--- config.mk ---
export PLATFORM = sky130hd
export DESIGN_NAME = snitch_perf_sampler
export DESIGN_NICKNAME = d
export VERILOG_FILES = /design/src/rtl/snitch_perf_sampler.sv
export SDC_FILE = /design/constraint.sdc
export NUM_CORES = 1
export LEC_CHECK = 0
export ABC_AREA = 0
export BUFFER_PORTS_ARGS = -buffer_cell sky130_fd_sc_hd__buf_2
export CORE_ASPECT_RATIO = 0.9
export CORE_UTILIZATION = 29
export CTS_CLUSTER_DIAMETER = 120
export DETAILED_ROUTE_END_ITERATION = 8
export GPL_TIMING_DRIVEN = 0
export PLACE_DENSITY_LB_ADDON = 0.1
export RECOVER_POWER = 50
export SYNTH_ARGS = -nofsm -noshare
export SYNTH_HDL_FRONTEND = slang
export SYNTH_SLANG_ARGS = --single-unit
--- constraint.sdc ---
create_clock -name clk_i -period 29.2 [get_ports clk_i]
set_clock_uncertainty 0.05 [all_clocks]
set_input_delay 2.92 -clock clk_i [delete_from_list [all_inputs] [get_ports clk_i]]
set_output_delay 2.92 -clock clk_i [all_outputs]
set_load 0.02 [all_outputs]
--- src/rtl/snitch_perf_sampler.sv ---
// -----------------------------------------------------------------------------
// snitch_perf_sampler
//
// Periodically reads a selectable set of 48-bit cluster performance counters
// over the peripheral register port and queues each result as a tagged sample
// for a trace/DMA consumer.
//
// Ports:
//   clk_i, rst_i        clock, asynchronous active-high reset
//   enable_i            sampling enable (low clears the tick timer)
//   period_i            tick period in cycles (0 = tick every cycle)
//   counter_mask_i      counters read on each tick
//   reg_req_o           read requests (registered, held until ready)
//   reg_rsp_i           register responses
//   sample_valid_o      sample FIFO non-empty
//   sample_ready_i      consumer accepts head sample
//   sample_value_o      head sample value (rdata[47:0])
//   sample_idx_o        head sample counter index
//   sample_err_o        head sample response error flag
//   busy_o              a scan is in progress
//   overrun_cnt_o       saturating count of ticks dropped during a scan
// -----------------------------------------------------------------------------

package snitch_perf_sampler_pkg;

    localparam int unsigned RegAddrWidth = 48;
    localparam int unsigned RegDataWidth = 64;

    typedef struct packed {
        logic [RegAddrWidth-1:0]   addr;
        logic                      write;
        logic [RegDataWidth-1:0]   wdata;
        logic [RegDataWidth/8-1:0] wstrb;
        logic                      valid;
    } reg_req_t;

    typedef struct packed {
        logic [RegDataWidth-1:0] rdata;
        logic                    error;
        logic                    ready;
    } reg_rsp_t;

endpackage

module snitch_perf_sampler
    import snitch_perf_sampler_pkg::*;
#(
    parameter int unsigned          AddrWidth     = 48,
    parameter int unsigned          NumCounters   = 16,
    parameter logic [AddrWidth-1:0] BaseAddr      = {AddrWidth{1'b0}},
    parameter int unsigned          CounterStride = 8,
    parameter int unsigned          FifoDepth     = 4,
    localparam int unsigned         IdxW          = $clog2(NumCounters)
) (
    input  logic                   clk_i,
    input  logic                   rst_i,
    input  logic                   enable_i,
    input  logic [31:0]            period_i,
    input  logic [NumCounters-1:0] counter_mask_i,
    output reg_req_t               reg_req_o,
    input  reg_rsp_t               reg_rsp_i,
    output logic                   sample_valid_o,
    input  logic                   sample_ready_i,
    output logic [47:0]            sample_value_o,
    output logic [IdxW-1:0]        sample_idx_o,
    output logic                   sample_err_o,
    output logic                   busy_o,
    output logic [15:0]            overrun_cnt_o
);

    localparam int unsigned PtrW = (FifoDepth > 1) ? $clog2(FifoDepth) : 1;
    localparam int unsigned CntW = PtrW + 1;

    localparam logic [PtrW-1:0] PtrOne  = {{(PtrW-1){1'b0}}, 1'b1};
    localparam logic [CntW-1:0] CntOne  = {{(CntW-1){1'b0}}, 1'b1};
    localparam logic [CntW-1:0] CntFull = CntW'(FifoDepth);

    localparam logic [1:0] StIdle = 2'd0;
    localparam logic [1:0] StScan = 2'd1;
    localparam logic [1:0] StReq  = 2'd2;

    typedef struct packed {
        logic [47:0]     value;
        logic [IdxW-1:0] idx;
        logic            err;
    } sample_t;

    localparam int unsigned EntryW = $bits(sample_t);

    // Lowest set bit of the pending vector; the scan walks counters upwards.
    function automatic logic [IdxW-1:0] lowest_set(input logic [NumCounters-1:0] vec);
        logic [IdxW-1:0] res;
        res = {IdxW{1'b0}};
        for (int i = NumCounters - 1; i >= 0; i--) begin
            if (vec[i]) begin
                res = IdxW'(i);
            end else begin
                res = res;
            end
        end
        return res;
    endfunction

    // Register address of a counter slot, wrapping at AddrWidth bits.
    function automatic logic [AddrWidth-1:0] counter_addr(input logic [IdxW-1:0] idx);
        return BaseAddr + (AddrWidth'(idx) * AddrWidth'(CounterStride));
    endfunction

    logic [31:0]            timer_r;
    logic                   tick_s;
    logic [1:0]             state_r;
    logic [1:0]             state_next_s;
    logic [NumCounters-1:0] pending_r;
    logic [NumCounters-1:0] pending_next_s;
    logic [IdxW-1:0]        idx_r;
    logic [IdxW-1:0]        idx_next_s;
    logic                   req_valid_r;
    logic                   req_valid_next_s;
    logic [AddrWidth-1:0]   req_addr_r;
    logic [AddrWidth-1:0]   req_addr_next_s;
    logic                   push_s;
    logic                   push_ok_s;
    logic                   pop_s;
    logic                   full_s;
    sample_t                fifo_mem_r [FifoDepth];
    logic [PtrW-1:0]        wr_ptr_r;
    logic [PtrW-1:0]        rd_ptr_r;
    logic [CntW-1:0]        count_r;
    logic [CntW-1:0]        count_next_s;
    logic [15:0]            overrun_r;
    logic                   busy_r;
    logic                   sample_valid_r;
    sample_t                push_entry_s;
    logic                   unused_rdata_s;

    // Only the low 48 bits of a counter are meaningful.
    assign unused_rdata_s = ^reg_rsp_i.rdata[RegDataWidth-1:48];

    assign tick_s    = enable_i && (timer_r == 32'd0);
    assign full_s    = (count_r == CntFull);
    assign pop_s     = sample_valid_r && sample_ready_i;
    // Entering REQ requires a free slot, so a push never meets a full FIFO
    // unless the head is leaving in the same cycle.
    assign push_ok_s = push_s && (!full_s || pop_s);

    assign push_entry_s = '{value: reg_rsp_i.rdata[47:0], idx: idx_r, err: reg_rsp_i.error};

    // Tick timer: reloads period-1 on each tick, held at zero while disabled.
    always_ff @(posedge clk_i or posedge rst_i) begin
        if (rst_i) begin
            timer_r <= 32'd0;
        end else if (!enable_i) begin
            timer_r <= 32'd0;
        end else if (timer_r == 32'd0) begin
            timer_r <= (period_i == 32'd0) ? 32'd0 : (period_i - 32'd1);
        end else begin
            timer_r <= timer_r - 32'd1;
        end
    end

    // Scan FSM next-state and request-register next values.
    always_comb begin
        state_next_s     = state_r;
        pending_next_s   = pending_r;
        idx_next_s       = idx_r;
        req_valid_next_s = 1'b0;
        req_addr_next_s  = req_addr_r;
        push_s           = 1'b0;
        case (state_r)
            StIdle: begin
                if (tick_s) begin
                    pending_next_s = counter_mask_i;
                    state_next_s   = StScan;
                end else begin
                    state_next_s   = StIdle;
                end
            end
            StScan: begin
                if (!enable_i || (pending_r == {NumCounters{1'b0}})) begin
                    state_next_s = StIdle;
                end else begin
                    idx_next_s = lowest_set(pending_r);
                    if (!full_s) begin
                        state_next_s     = StReq;
                        req_valid_next_s = 1'b1;
                        req_addr_next_s  = counter_addr(idx_next_s);
                    end else begin
                        state_next_s     = StScan;
                    end
                end
            end
            StReq: begin
                if (reg_rsp_i.ready) begin
                    push_s                = 1'b1;
                    pending_next_s[idx_r] = 1'b0;
                    // Disable abandons the remaining pending bits once the
                    // outstanding read has landed.
                    state_next_s          = enable_i ? StScan : StIdle;
                end else begin
                    req_valid_next_s      = 1'b1;
                    state_next_s          = StReq;
                end
            end
            default: begin
                state_next_s   = StIdle;
                pending_next_s = {NumCounters{1'b0}};
            end
        endcase
    end

    // Scan FSM state, request registers and busy flag.
    always_ff @(posedge clk_i or posedge rst_i) begin
        if (rst_i) begin
            state_r     <= StIdle;
            pending_r   <= {NumCounters{1'b0}};
            idx_r       <= {IdxW{1'b0}};
            req_valid_r <= 1'b0;
            req_addr_r  <= {AddrWidth{1'b0}};
            busy_r      <= 1'b0;
        end else begin
            state_r     <= state_next_s;
            pending_r   <= pending_next_s;
            idx_r       <= idx_next_s;
            req_valid_r <= req_valid_next_s;
            req_addr_r  <= req_addr_next_s;
            busy_r      <= (state_next_s != StIdle);
        end
    end

    // Overrun counter: any tick that arrives while a scan is active is lost.
    always_ff @(posedge clk_i or posedge rst_i) begin
        if (rst_i) begin
            overrun_r <= 16'h0000;
        end else if (tick_s && (state_r != StIdle) && (overrun_r != 16'hFFFF)) begin
            overrun_r <= overrun_r + 16'h0001;
        end else begin
            overrun_r <= overrun_r;
        end
    end

    // FIFO occupancy next value.
    always_comb begin
        count_next_s = count_r;
        if (push_ok_s && !pop_s) begin
            count_next_s = count_r + CntOne;
        end else if (!push_ok_s && pop_s) begin
            count_next_s = count_r - CntOne;
        end else begin
            count_next_s = count_r;
        end
    end

    // FIFO storage, pointers, occupancy and registered non-empty flag.
    always_ff @(posedge clk_i or posedge rst_i) begin
        if (rst_i) begin
            for (int i = 0; i < FifoDepth; i++) begin
                fifo_mem_r[i] <= {EntryW{1'b0}};
            end
            wr_ptr_r       <= {PtrW{1'b0}};
            rd_ptr_r       <= {PtrW{1'b0}};
            count_r        <= {CntW{1'b0}};
            sample_valid_r <= 1'b0;
        end else begin
            if (push_ok_s) begin
                fifo_mem_r[wr_ptr_r] <= push_entry_s;
                wr_ptr_r             <= wr_ptr_r + PtrOne;
            end else begin
                wr_ptr_r             <= wr_ptr_r;
            end
            if (pop_s) begin
                rd_ptr_r <= rd_ptr_r + PtrOne;
            end else begin
                rd_ptr_r <= rd_ptr_r;
            end
            count_r        <= count_next_s;
            sample_valid_r <= (count_next_s != {CntW{1'b0}});
        end
    end

    assign reg_req_o = '{
        addr:  RegAddrWidth'(req_addr_r),
        write: 1'b0,
        wdata: {RegDataWidth{1'b0}},
        wstrb: {(RegDataWidth/8){1'b0}},
        valid: req_valid_r
    };

    assign sample_valid_o = sample_valid_r;
    assign sample_value_o = fifo_mem_r[rd_ptr_r].value;
    assign sample_idx_o   = fifo_mem_r[rd_ptr_r].idx;
    assign sample_err_o   = fifo_mem_r[rd_ptr_r].err;
    assign busy_o         = busy_r;
    assign overrun_cnt_o  = overrun_r;

endmodule

Yosys cells after proc, flatten, opt, wreduce, memory -nomap -nowiden

Index checks and enable logic that the tools add are counted.

Flip-flop bits (word level): 296

Equality and inequality tests: 6
Bitwise logic cells: 7
Multiplexer cells: 44
Order comparisons: 5
$add $sub $neg: 7
Reductions and logical operators: 25

Operators with widths:

| operator                                                                      | number |
|---|---|
| 212-bit bitwise mux                                                           | 1 |
| 53-bit 2-to-1 mux                                                             | 3 |
| 53-bit binary-select mux with 2-bit select                                    | 1 |
| 53-bit demux with 2-bit select                                                | 1 |
| 32-bit 2-to-1 mux                                                             | 3 |
| 32-bit zero test                                                              | 2 |
| 4-bit 2-to-1 mux                                                              | 16 |
| 32-bit by 1-bit subtractor with 32-bit output (second input constant)         | 2 |
| 16-bit one-hot mux with 3 select lines                                        | 1 |
| 16-bit 2-to-1 mux                                                             | 2 |
| 16-bit by 1-bit adder with 16-bit output (second input constant)              | 1 |
| 16-bit bitwise AND                                                            | 1 |
| 16-bit zero test                                                              | 1 |
| 16-bit != test (second input constant)                                        | 1 |
| 16-bit NOT                                                                    | 1 |
| 1-bit logical AND                                                             | 9 |
| 1-bit 2-to-1 mux                                                              | 8 |
| 3-bit >= comparator (second input constant)                                   | 2 |
| 2-bit 2-to-1 mux                                                              | 3 |
| 3-bit 2-to-1 mux                                                              | 2 |
| 2-bit NOT with 3-bit output                                                   | 2 |
| 2-bit one-hot mux with 3 select lines                                         | 1 |
| 3-bit AND reduction                                                           | 2 |
| 4-bit by 5-bit less-than comparator with 1-bit output (second input constant) | 1 |
| other kinds (18)                                                              | 27 |

Depth between registers and ports, before layout

Gate-level depths: netlist (run 1).

Word-level depth: 16
Gate-level depth with buffers: 10

Worst setup path before layout (run 1)

No wires, ideal clock.

Path kind: input -> register
Start: input period_i[14]
End: register timer_r[2]
Setup time: 0.135 ns
Setup slack: 24.299 ns
Buffers on the path: 2
Cell stages on the path: 7
Arrival time: 4.716 ns
Data required time: 29.015 ns
Cells stage by stage: or4_1 > or4_4 > o21ai_2 > or3_1 > buf_2 > buf_6 > o22ai_2

Cells in the longest elaborated chain, start to end: 4

Ends and longest elaborated chain:

| element              | RTL line | text |
|---|---|---|
| start, declared      | 58       | `input logic [31:0] period_i,` |
| 32-bit zero test     | 155      | `timer_r <= (period_i == 32'd0) ? 32'd0 : (period_i - 32'd1);` |
| 32-bit 2-to-1 mux    | 155      |  |
| 32-bit 2-to-1 mux    | 154      | `end else if (timer_r == 32'd0) begin` |
| 32-bit 2-to-1 mux    | 152      | `end else if (!enable_i) begin` |
| end signal, assigned | 155      |  |
| end signal, assigned | 157      | `timer_r <= timer_r - 32'd1;` |
| end, declared        | 109      | `logic [31:0] timer_r;` |

Every way passes these cells.
A chain may end at the register's enable or synchronous reset.

==> results of run 1 <==
synth_stat cells, types with 4 or more instances:
| cell | number | area [sq um] |
|---|---|---|
| sky130_fd_sc_hd__a31oi_1 | 9 | 56.3 |
| sky130_fd_sc_hd__xor2_1 | 20 | 175 |
| sky130_fd_sc_hd__inv_1 | 23 | 86.3 |
| sky130_fd_sc_hd__or3_1 | 10 | 62.6 |
| sky130_fd_sc_hd__nor2b_1 | 6 | 37.5 |
| sky130_fd_sc_hd__o41ai_1 | 4 | 35.0 |
| sky130_fd_sc_hd__nand3_1 | 16 | 80.1 |
| sky130_fd_sc_hd__dfrtp_1 | 296 | 7410 |
| sky130_fd_sc_hd__o22ai_1 | 5 | 31.3 |
| sky130_fd_sc_hd__ha_1 | 15 | 188 |
| sky130_fd_sc_hd__buf_1 | 7 | 26.3 |
| sky130_fd_sc_hd__nor2_1 | 59 | 221 |
| sky130_fd_sc_hd__o21ai_0 | 36 | 180 |
| sky130_fd_sc_hd__buf_4 | 119 | 893 |
| sky130_fd_sc_hd__a21oi_1 | 26 | 130 |
| sky130_fd_sc_hd__and3_1 | 5 | 31.3 |
| sky130_fd_sc_hd__o22ai_2 | 10 | 125 |
| sky130_fd_sc_hd__nand4_1 | 8 | 50.1 |
| sky130_fd_sc_hd__mux4_2 | 53 | 1190 |
| sky130_fd_sc_hd__xnor2_1 | 46 | 403 |
| sky130_fd_sc_hd__nand2b_1 | 9 | 56.3 |
| sky130_fd_sc_hd__mux2_2 | 219 | 2470 |
| sky130_fd_sc_hd__nor3_1 | 27 | 135 |
| sky130_fd_sc_hd__nor4_1 | 19 | 119 |
| sky130_fd_sc_hd__o21a_1 | 13 | 97.6 |
| sky130_fd_sc_hd__nand2_1 | 50 | 188 |
| sky130_fd_sc_hd__clkbuf_1 | 37 | 139 |
| sky130_fd_sc_hd__or4_1 | 9 | 67.6 |
| sky130_fd_sc_hd__o31ai_1 | 5 | 37.5 |
kinds of logic after synthesis:
kind of cell    count (synthesis)
flops                         296
mux                           272
simple gates                  238
buf+inv                       190
compound gates                134
xor+xnor                       66
fa+ha+maj                      15
other cells                     1
path summary, 6_finish.rpt:
kind	from	endpoint	slack, ps	depth (start not counted)
worst max-delay path	rst_i	fifo_mem_r[21]$_DFFE_PP0P_	14930	4
max in group clk_i	rd_ptr_r[0]$_DFFE_PP0P_	sample_value_o[22]	23100	4
min in group asynchronous	rst_i	overrun_cnt_o[4]$_DFFE_PP0P_	3760	2
worst max register to register	timer_r[0]$_DFF_PP0_	pending_r[6]$_DFFE_PP0P_	25970	9
worst min register to register	overrun_cnt_o[15]$_DFFE_PP0P_	overrun_cnt_o[15]$_DFFE_PP0P_	440	1
worst min-delay path	overrun_cnt_o[15]$_DFFE_PP0P_	overrun_cnt_o[15]$_DFFE_PP0P_	440	1
cell type report:
class | instances | share of cell area, %
tap | 688 | 4.65
multi-input combinational | 842 | 37.9
sequential | 296 | 40.0
clock buffer | 52 | 5.68
timing repair buffer | 179 | 4.65
clock inverter | 14 | 0.804
inverter | 23 | 0.473
buffer | 167 | 5.86
report_power, final:
group / internal (mW) / switching, mW / total [mW]
combinational: 0.274 / 0.325 / 0.599
clock: 0.270 / 0.185 / 0.455
sequential: 0.544 / 0.0754 / 0.620
total: 1.09 / 0.586 / 1.67
sequential cells by signal (all words and copies together), names as in the netlist:
signal          count
req_valid_r         1
busy_o              1
wr_ptr_r            2
state_r             2
idx_r               4
fifo_mem_r        212
overrun_cnt_o      16
pending_r          16
sample_valid_o      1
req_addr_r          4
rd_ptr_r            2
count_r             3
timer_r            32
per-layer routing:
metal / vias up / GRT usage [%] / wire length, microns
met5: - / 0 / 13
met4: 2 / 4.68 / 858
met3: 53 / 3.30 / 1820
met2: 189 / 23.9 / 18900
met1: 5094 / 19.9 / 17600
li1: 4824 / - / -
stage by stage:
step / utilization, % / instances / hold WS (ps)
after floorplan: - / 1328 / 424
after global placement: 33.6 / 2193 / 429
after detailed placement: 33.7 / 2195 / 427
after CTS: 36.0 / 2261 / 439
after global routing: 35.8 / 2261 / 456
final: 35.8 / 2261 / 437
critical path, cell delays in order:
cell and delay [ps]:
sky130_fd_sc_hd__buf_2 100, sky130_fd_sc_hd__clkinvlp_2 2600, sky130_fd_sc_hd__clkbuf_1 3030, sky130_fd_sc_hd__clkbuf_1 4490
==> run summary, run 1 <==
• Fmax: 0.0701 GHz
• total chip power: 1.67 mW
• Seq. cell area: 7410 sq um
• unrepaired setup endpoints after global routing: no
• TritonCTS clock tree: built
• PortBufs: 177
• Inserted Clock Buffers: 37
• gr usage total: 14.9%
• Gate Count Post-Synth: 1212
• post-synthesis adder-cell area fraction: 1.24%
• most common cell after layout, fill and taps aside: sky130_fd_sc_hd__dfrtp_1
• Max Fanout on Critical Path: 116
• largest family of logic cells by synthesized area: multiplexers
• result of the run: complete, but fails checks
• count of inserted antenna diode cells: 0
• number of H-tree branching levels: 2
• post-CTS setup buffer count: 0
• core area: 51700 sq um
• violations in the final reports: capacitance limit, slew limit
• setup slack of the critical path after layout: 14930 ps
• dpl ws: 23470 ps
• CTS resizes: 0
• sequential element share of the synthesized area: 48.8%
• gpl congestion: 0.799
• Sinks on Clock Net: 296
• Slew @ Worst Pin: 6150 ps
• residual antenna-violating net count after detailed routing: 0
• CP Data Arrival Time: 13380 ps
• area occupied by multi-input gates: 7020 sq um
• warning count from the yosys run: 0
• max-slew violation total from the final report: 301
• Async SR Flop Fraction: 100%
• critical path capture point type: async pin
• average via count per standard cell: 4.49
• share of post-route cells with drive strength above 1: 40.2%
• Detailed Routing Iterations Pass 1: 5
• later-pin clock latency in the skew report: 560 ps
• placed inst area: 17400 sq um
• per-cell routed wire length: 17.3 microns
• sum of net half-perimeters after detailed placement: 28000 microns
• xor/xnor share of the synthesized area: 3.81%
• number of maximum-capacitance constraint violations: 3
• fillcell total: 5195
• via count of the first global-routing pass: 10.4k
• starting utilization of the core area: 29.3%
• synthesized-area fraction occupied by ao, oa, aoi and oai cells: 6.08%
• post-CTS clock slew at the launch and capture registers of the worst setup and hold paths: 60 ps
• shortest clock period the worst path allows after layout: 14270 ps
• Net count, final: 1679
• Static Leakage: 9.13 nW
• type of element launching the critical path: input port
• startpoint-to-endpoint class of the critical path: input port to async pin
• remaining routing DRC violations: 0
• final std cell area, no fill: 18500 sq um
• Detailed Route Iter0 Violations: 495
• number of I/O pins: 311
• clk root buf: sky130_fd_sc_hd__clkbuf_16
• path class of the lowest-slack min-delay path: register to register
• setup TNS: 0 ps
• vertical die dimension: 219 microns
• most frequent cells in the layout: sky130_fd_sc_hd__dfrtp_1 (296), sky130_fd_sc_hd__mux2_2 (219), sky130_fd_sc_hd__buf_2 (153), sky130_fd_sc_hd__buf_4 (119), sky130_fd_sc_hd__conb_1 (117)
• Netlist Area Pre-Place: 15200 sq um
• post-synthesis simple-gate area fraction: 8.14%
• Area Overhead vs Synth: 22.2%
• routed vias: 10.2k
• clk buf depth: 3
• Hold Buf Count CTS: 0
• post-synthesis mux area share: 24.1%
• total congestion overflow: 0
• post-synthesis register bit count: 296
• number of distinct standard cells referenced by the synthesized netlist: 60
• drt total wl: 39200 microns
• per-instance average area after synthesis: 12.5 sq um
• EDFF count, synth: 0
• maximum number of pins on one net before global-route repair: 117
• placement row count: 79
• pwr/cell area: 90.4 nW/um^2
• worst max-slew margin expressed relative to the limit: -310%
• x dimension of the die: 243 microns
• Synth Flop Type: sky130_fd_sc_hd__dfrtp_1
• Max VDD drop: 0.0437 mV
• floorplan die area: 53200 sq um
• required time reported for the critical path endpoint: 28310 ps
• fin crit share: 48.9%
• antenna violations before repair: 1
• wire length of the first global-routing pass: 61400 microns
• number of endpoints with negative hold slack in the final report: 0
• number of setup violations in the final report: 0
(Power assumes the default switching activity.)
==> run 2: changes to the inputs <==
==> constraint.sdc (replaced) <==
create_clock -name clk_i -period 13.3 [get_ports clk_i]
set_clock_uncertainty 0.05 [all_clocks]
set_input_delay 1.33 -clock clk_i [delete_from_list [all_inputs] [get_ports clk_i]]
set_output_delay 1.33 -clock clk_i [all_outputs]
set_load 0.02 [all_outputs]
==> run summary, run 2 (synthesized netlist as in run 1, its figures left out) <==
• result of the run: complete, but fails checks
• violations in the final reports: capacitance limit, slew limit
• number of H-tree branching levels: 2, unchanged
• fin crit share: 34.5%
• TritonCTS clock tree: built
• CTS resizes: 0, unchanged
• worst stage delay on the critical path: 2670 ps, -1820 ps
• post-CTS setup buffer count: 0, unchanged
• share of post-route cells with drive strength above 1: 40.5%, +0.25 points
• clk root buf: sky130_fd_sc_hd__clkbuf_16
• number of maximum-capacitance constraint violations: 1, -2
• final std cell area, no fill: 18600 sq um, +0.27%
• max-slew violation total from the final report: 106, -65%
• Inserted Clock Buffers: 37, unchanged
• placement row count: 79, unchanged
• floorplan die area: 53200 sq um, unchanged
• setup TNS: 0 ps, unchanged
• endpoint of the worst-slack reg-to-reg timing path: overrun_cnt_o[15]$_DFFE_PP0P_
• number of I/O pins: 311, unchanged
• average via count per standard cell: 4.50, +0.22%
• residual antenna-violating net count after detailed routing: 0, unchanged
• largest registers: fifo_mem_r (212), timer_r (32)
• gr usage total: 14.9%, unchanged
• worst hold slack across all endpoints: 437 ps, -0.0510 ps
• routed vias: 10.2k, +0.22%
• post-CTS clock slew at the launch and capture registers of the worst setup and hold paths: 60 ps, about the same
• PortBufs: 177, unchanged
• pwr/cell area: 198 nW/um^2, +120%
• Static Leakage: 9.16 nW, +0.31%
• most common cell after layout, fill and taps aside: sky130_fd_sc_hd__dfrtp_1
• Max Fanout on Critical Path: 106, -8.6%
• path class of the lowest-slack min-delay path: register to register
• via count of the first global-routing pass: 10.4k, unchanged
• later-pin clock latency in the skew report: 560 ps, about the same
• critical path capture point type: async pin
• number of endpoints with negative hold slack in the final report: 0, unchanged
• per-cell routed wire length: 17.4 microns, +0.17%
• Slew @ Worst Pin: 4970 ps, -1180 ps
• shortest clock period the worst path allows after layout: 4580 ps
• launch instance of the worst min-delay path: overrun_cnt_o[15]$_DFFE_PP0P_
• cell with the biggest individual delay on the critical path: sky130_fd_sc_hd__clkinvlp_2
• Detailed Routing Iterations Pass 1: 7, +2
• number of placed instances, taps included: 2195, unchanged
• antenna violations before repair: 2, +1
• Max VDD drop: 0.0958 mV, +120%
• gpl congestion: 0.799, unchanged
• starting utilization of the core area: 29.3%, unchanged
• maximum number of pins on one net before global-route repair: 117, unchanged
• setup slack of the most critical reg-to-reg path: 10080 ps, -15890 ps
• wire length of the first global-routing pass: 61400 microns, unchanged
• fillcell total: 5189, -0.12%
• number of setup violations in the final report: 0, unchanged
• worst max-slew margin expressed relative to the limit: -232%, +79 points
• total congestion overflow: 0, unchanged
• startpoint-to-endpoint class of the critical path: input port to async pin
• clk buf depth: 3, unchanged
• Sinks on Clock Net: 296, unchanged
• number of buffer and inverter instances along the worst setup path: 2, -2
• vertical die dimension: 219 microns, unchanged
• remaining routing DRC violations: 0, unchanged
• CP Data Arrival Time: 4290 ps, -9090 ps
• core area: 51700 sq um, unchanged
• x dimension of the die: 243 microns, unchanged
• max reg flops: 212, unchanged
• Net count, final: 1679, unchanged
• Hold Buf Count CTS: 0, unchanged
• Worst Hold End: overrun_cnt_o[15]$_DFFE_PP0P_
• drt total wl: 39200 microns, +0.17%
• placed inst area: 17400 sq um, unchanged
• most frequent cells in the layout: sky130_fd_sc_hd__dfrtp_1 (296), sky130_fd_sc_hd__mux2_2 (219), sky130_fd_sc_hd__buf_2 (155), sky130_fd_sc_hd__buf_4 (119), sky130_fd_sc_hd__conb_1 (117)
• type of element launching the critical path: input port
• Worst path top cell family by delay: buffers and inverters
• Reg2Reg Launch Point: timer_r[0]$_DFF_PP0_
• required time reported for the critical path endpoint: 13010 ps, -15300 ps
• worst r2r path cells: 9, unchanged
• hold path cells: 1, unchanged
• ordered cell list for the critical path: buf_2 -> clkinvlp_2
• Fmax: 0.218 GHz
• Area Overhead vs Synth: 22.5%
• Detailed Route Iter0 Violations: 578, +17%
• count of inserted antenna diode cells: 0, unchanged
• sum of net half-perimeters after detailed placement: 28000 microns, unchanged
• unrepaired setup endpoints after global routing: no
• Top reg by flops: fifo_mem_r
• non-filler cells in the finished layout: 2261, unchanged
==> run 2: power breakdown <==
part / switching, mW / total (mW) / internal, mW
Clock: 0.407 / 1.00 / 0.593
Combinational: 0.714 / 1.32 / 0.603
Sequential: 0.166 / 1.36 / 1.19
==> run 2: metrics by stage <==
step,total power [mW],utilization [%],setup WS (ps)
floorplan,2.32,-,3740
global placement,2.70,33.6,-523
detailed placement,2.72,33.7,9160
CTS,3.75,36.0,8570
global route,3.93,35.9,7830
finish,3.68,35.9,8720
==> run 2: final cells by class <==
type | count | area, sq um | share of cell area [%]
Buffer | 167 | 1080 | 5.84
Clock buffer | 52 | 1050 | 5.67
Clock inverter | 14 | 149 | 0.802
Inverter | 23 | 87.6 | 0.472
Multi-Input combinational cell | 842 | 7020 | 37.8
Sequential cell | 296 | 7410 | 39.9
Tap cell | 688 | 861 | 4.63
Timing Repair Buffer | 179 | 911 | 4.90
==> run 2: worst max path at each step <==
stage / end / cells after the start / start / slack (ps)
finish: fifo_mem_r[84]$_DFFE_PP0P_ / 2 / rst_i / 8720
global route: fifo_mem_r[31]$_DFFE_PP0P_ / 2 / rst_i / 7830
CTS: sample_value_o[22] / 4 / rd_ptr_r[0]$_DFFE_PP0P_ / 8570
detailed placement: sample_value_o[22] / 4 / rd_ptr_r[0]$_DFFE_PP0P_ / 9160
global placement: fifo_mem_r[187]$_DFFE_PP0P_ / 2 / rst_i / -520
floorplan: busy_o$_DFF_PP0_ / 1 / rst_i / 3740
==> run 2: metal layers <==
metal  wire, microns  GRT usage (%)
met1           17700           19.9
met2           18800           23.9
met3            1830           3.30
met4             858           4.68
met5              23              0
==> run 2: worst register-to-register path: cells and delay by family, from the launching register on <==
kind,cells,cell delay (ps)
XOR/XNOR,1,170
adder cells (fa/ha/maj),1,200
buffers and inverters,2,420
flip-flops,1,410
AND/OR/NAND/NOR,5,1900
==> run 3: changes to the inputs <==
--- a/config.mk
+++ b/config.mk
@@ -5,7 +5,7 @@
 export SDC_FILE = /design/constraint.sdc
 export NUM_CORES = 1
 export LEC_CHECK = 0
-export ABC_AREA = 0
+export ABC_AREA = 1
 export BUFFER_PORTS_ARGS = -buffer_cell sky130_fd_sc_hd__buf_2
 export CORE_ASPECT_RATIO = 0.9
 export CORE_UTILIZATION = 29
==> constraint.sdc (replaced) <==
create_clock -name clk_i -period 4.7 [get_ports clk_i]
set_clock_uncertainty 0.05 [all_clocks]
set_input_delay 0.47 -clock clk_i [delete_from_list [all_inputs] [get_ports clk_i]]
set_output_delay 0.47 -clock clk_i [all_outputs]
set_load 0.02 [all_outputs]
==> run summary, run 3 <==
• floorplan die area: 54600 sq um, +2.7%
• Netlist Area Pre-Place: 15600 sq um, +2.7%
• Commonest cells post-synth: sky130_fd_sc_hd__o21ai_0 (378), sky130_fd_sc_hd__nand2_1 (360), sky130_fd_sc_hd__dfrtp_1 (296), sky130_fd_sc_hd__nor2_1 (198), sky130_fd_sc_hd__inv_1 (141)
• residual antenna-violating net count after detailed routing: 0, unchanged
• share of post-route cells with drive strength above 1: 17.5%, -23 points
• non-filler cells in the finished layout: 2987, +32%
• CP Data Arrival Time: 3110 ps, -1180 ps
• placement row count: 80, +1.3%
• setup slack of the critical path after layout: 1070 ps, -7650 ps
• startpoint-to-endpoint class of the critical path: register to output port
• most frequent cells in the layout: sky130_fd_sc_hd__o21ai_0 (378), sky130_fd_sc_hd__nand2_1 (360), sky130_fd_sc_hd__dfrtp_1 (296), sky130_fd_sc_hd__nor2_1 (199), sky130_fd_sc_hd__buf_2 (156)
• post-synthesis register bit count: 296, unchanged
• per-cell routed wire length: 16.7 microns, -3.7%
• most common cell after layout, fill and taps aside: sky130_fd_sc_hd__o21ai_0
• number of setup violations in the final report: 0, unchanged
• CTS resizes: 0, unchanged
• TritonCTS clock tree: built
• required time reported for the critical path endpoint: 4180 ps, -8830 ps
• sequential element share of the synthesized area: 47.6%, -1.3 points
• setup TNS: 0 ps, unchanged
• max-slew violation total from the final report: 69, -35%
• via count of the first global-routing pass: 13.5k, +31%
• Async SR Flop Fraction: 100%, unchanged
• critical path capture point type: output port
• post-CTS setup buffer count: 0, unchanged
• clk root buf: sky130_fd_sc_hd__clkbuf_16
• number of placed instances, taps included: 2923, +33%
• Top reg by flops: fifo_mem_r
• fin crit share: 77.3%
• max reg flops: 212, unchanged
• Area Overhead vs Synth: 21.7%
• routed vias: 13.7k, +35%
• number of distinct standard cells referenced by the synthesized netlist: 46, -23%
• worst max-slew margin expressed relative to the limit: -41.1%, +190 points
• EDFF count, synth: 0, unchanged
• antenna violations before repair: 1, -1
• Most common cell on crit path: sky130_fd_sc_hd__clkbuf_1
• average via count per standard cell: 4.59, +2.0%
• largest registers: fifo_mem_r (212), timer_r (32)
• wire length of the first global-routing pass: 78200 microns, +27%
• Net count, final: 2398, +43%
• Gate Count Post-Synth: 1925, +59%
• Detailed Route Iter0 Violations: 907, +57%
• unrepaired setup endpoints after global routing: no
• number of H-tree branching levels: 2, unchanged
• vertical die dimension: 222 microns, +1.3%
• shortest clock period the worst path allows after layout: 3630 ps
• result of the run: complete, but fails checks
• starting utilization of the core area: 29.4%, about the same
• most area-hungry cell type in the Yosys netlist: sky130_fd_sc_hd__dfrtp_1
• sum of net half-perimeters after detailed placement: 36500 microns, +30%
• Sinks on Clock Net: 296, unchanged
• drt total wl: 49900 microns, +27%
• Hold Buf Count CTS: 0, unchanged
• remaining routing DRC violations: 0, unchanged
• post-CTS clock slew at the launch and capture registers of the worst setup and hold paths: 60 ps, about the same
• number of I/O pins: 311, unchanged
• warning count from the yosys run: 0, unchanged
• dpl ws: 1590 ps, -7570 ps
• worst stage delay on the critical path: 540 ps, -2130 ps
• Fmax: 0.275 GHz
• maximum number of pins on one net before global-route repair: 40, -66%
• Static Leakage: 9.27 nW, +1.2%
• share of the synthesized area in the top cell type: 47.6%, -1.3 points
• cell with the biggest individual delay on the critical path: sky130_fd_sc_hd__clkbuf_1
• PortBufs: 177, unchanged
• pwr/cell area: 621 nW/um^2, +210%
• gpl congestion: 0.869, +8.8%
• violations in the final reports: capacitance limit, slew limit
• x dimension of the die: 246 microns, +1.3%
• Max VDD drop: 0.213 mV, +120%
• later-pin clock latency in the skew report: 550 ps, about the same
• path class of the lowest-slack min-delay path: input port to register
• Slew @ Worst Pin: 2120 ps, -2860 ps
• Inserted Clock Buffers: 37, unchanged
• number of maximum-capacitance constraint violations: 2, +1
• total chip power: 11.8 mW, +220%
• core area: 53100 sq um, +2.6%
• Max Fanout on Critical Path: 10, -91%
• Synth Flop Type: sky130_fd_sc_hd__dfrtp_1
• clk buf depth: 3, unchanged
• leading post-synthesis cells by cell area: sky130_fd_sc_hd__dfrtp_1 (48%), sky130_fd_sc_hd__o21ai_0 (12%), sky130_fd_sc_hd__nand2_1 (8.7%), sky130_fd_sc_hd__buf_4 (5.7%), sky130_fd_sc_hd__nor2_1 (4.8%)
• number of endpoints with negative hold slack in the final report: 0, unchanged
• cell with the most instances after synthesis: sky130_fd_sc_hd__o21ai_0
• ordered cell list for the critical path: clkbuf_1 -> clkinv_1 -> clkbuf_1 -> clkbuf_1 -> nor2_1 -> o22ai_1 -> buf_2
• type of element launching the critical path: register
• per-instance average area after synthesis: 8.09 sq um, -35%
• gr usage total: 18.4%, +3.5 points
• Detailed Routing Iterations Pass 1: 5, -2
• total congestion overflow: 0, unchanged
==> run 3: per-layer routing <==
layer | part of all wire (%) | track usage [%]
met4 | 1.7 | 4.86
met2 | 46 | 29.4
met3 | 5.1 | 2.83
met1 | 47 | 25.8
met5 | 0 | 0
==> run 3: cell families (layout without fill, tap and decap cells) <==
family                     after synthesis  count (layout)  share of synthesized area (%)
and+or+nand+nor                        707             707                           19.2
AOI/OAI and AO/OA                      503             503                           17.5
buffers and inverters                  350             598                           11.4
DFF                                    296             296                           47.6
xor gates and xnor gates                52              52                           2.92
adders and majority gates               15              15                           1.21
other                                    1             118                         0.0241
muxes                                    1               1                         0.0723
==> run 3: worst paths after layout <==
kind | from | end | slack, ps | cells past startpoint
max | rd_ptr_r[0]$_DFFE_PP0P_ | sample_value_o[34] | 1070 | 7
min | period_i[0] | timer_r[0]$_DFF_PP0_ | 110 | 2
max reg2reg | state_r[0]$_DFF_PP0_ | fifo_mem_r[108]$_DFFE_PP0P_ | 1430 | 9
min reg2reg | timer_r[0]$_DFF_PP0_ | timer_r[0]$_DFF_PP0_ | 420 | 1
max in group asynchronous | rst_i | fifo_mem_r[124]$_DFFE_PP0P_ | 1170 | 5
min in group asynchronous | rst_i | pending_r[15]$_DFFE_PP0P_ | 260 | 2
==> run 3: power by group <==
group / leakage [nW] / switching [mW] / internal (mW)
clock network: 0.553 / 1.13 / 1.56
logic: 4.72 / 3.40 / 1.69
registers: 4.00 / 0.534 / 3.46
==> run 3: layout make-up <==
| cell class | instances | area (sq um) |
|---|---|---|
| Fill cell | 5724 | 34100 |
| Sequential cell | 296 | 7410 |
| Multi-Input combinational cell | 1395 | 6800 |
| Buffer | 205 | 1240 |
| Clock buffer | 53 | 1060 |
| Timing Repair Buffer | 185 | 970 |
| Tap cell | 697 | 872 |
| Inverter | 145 | 546 |
| Clock inverter | 10 | 60.1 |
| Antenna cell | 1 | 2.50 |
==> run 3: per-stage QoR <==
| step | utilization, % | hold slack (ps) | cell area [sq um] |
|---|---|---|---|
| after floorplan | - | 386 | 16000 |
| after global placement | 33.5 | 403 | 17800 |
| after detailed placement | 33.8 | 406 | 17900 |
| after CTS | 35.9 | 61.9 | 19100 |
| after global routing | 35.7 | 114 | 18900 |
| final | 35.7 | 115 | 18900 |
==> run 3: worst max-delay path, delay by kind of cell (launching register included) <==
family / cells / cell delay [ps]
and+or+nand+nor: 1 / 80
buffers and inverters: 5 / 1870
DFF: 1 / 360
AOI/OAI and AO/OA: 1 / 280
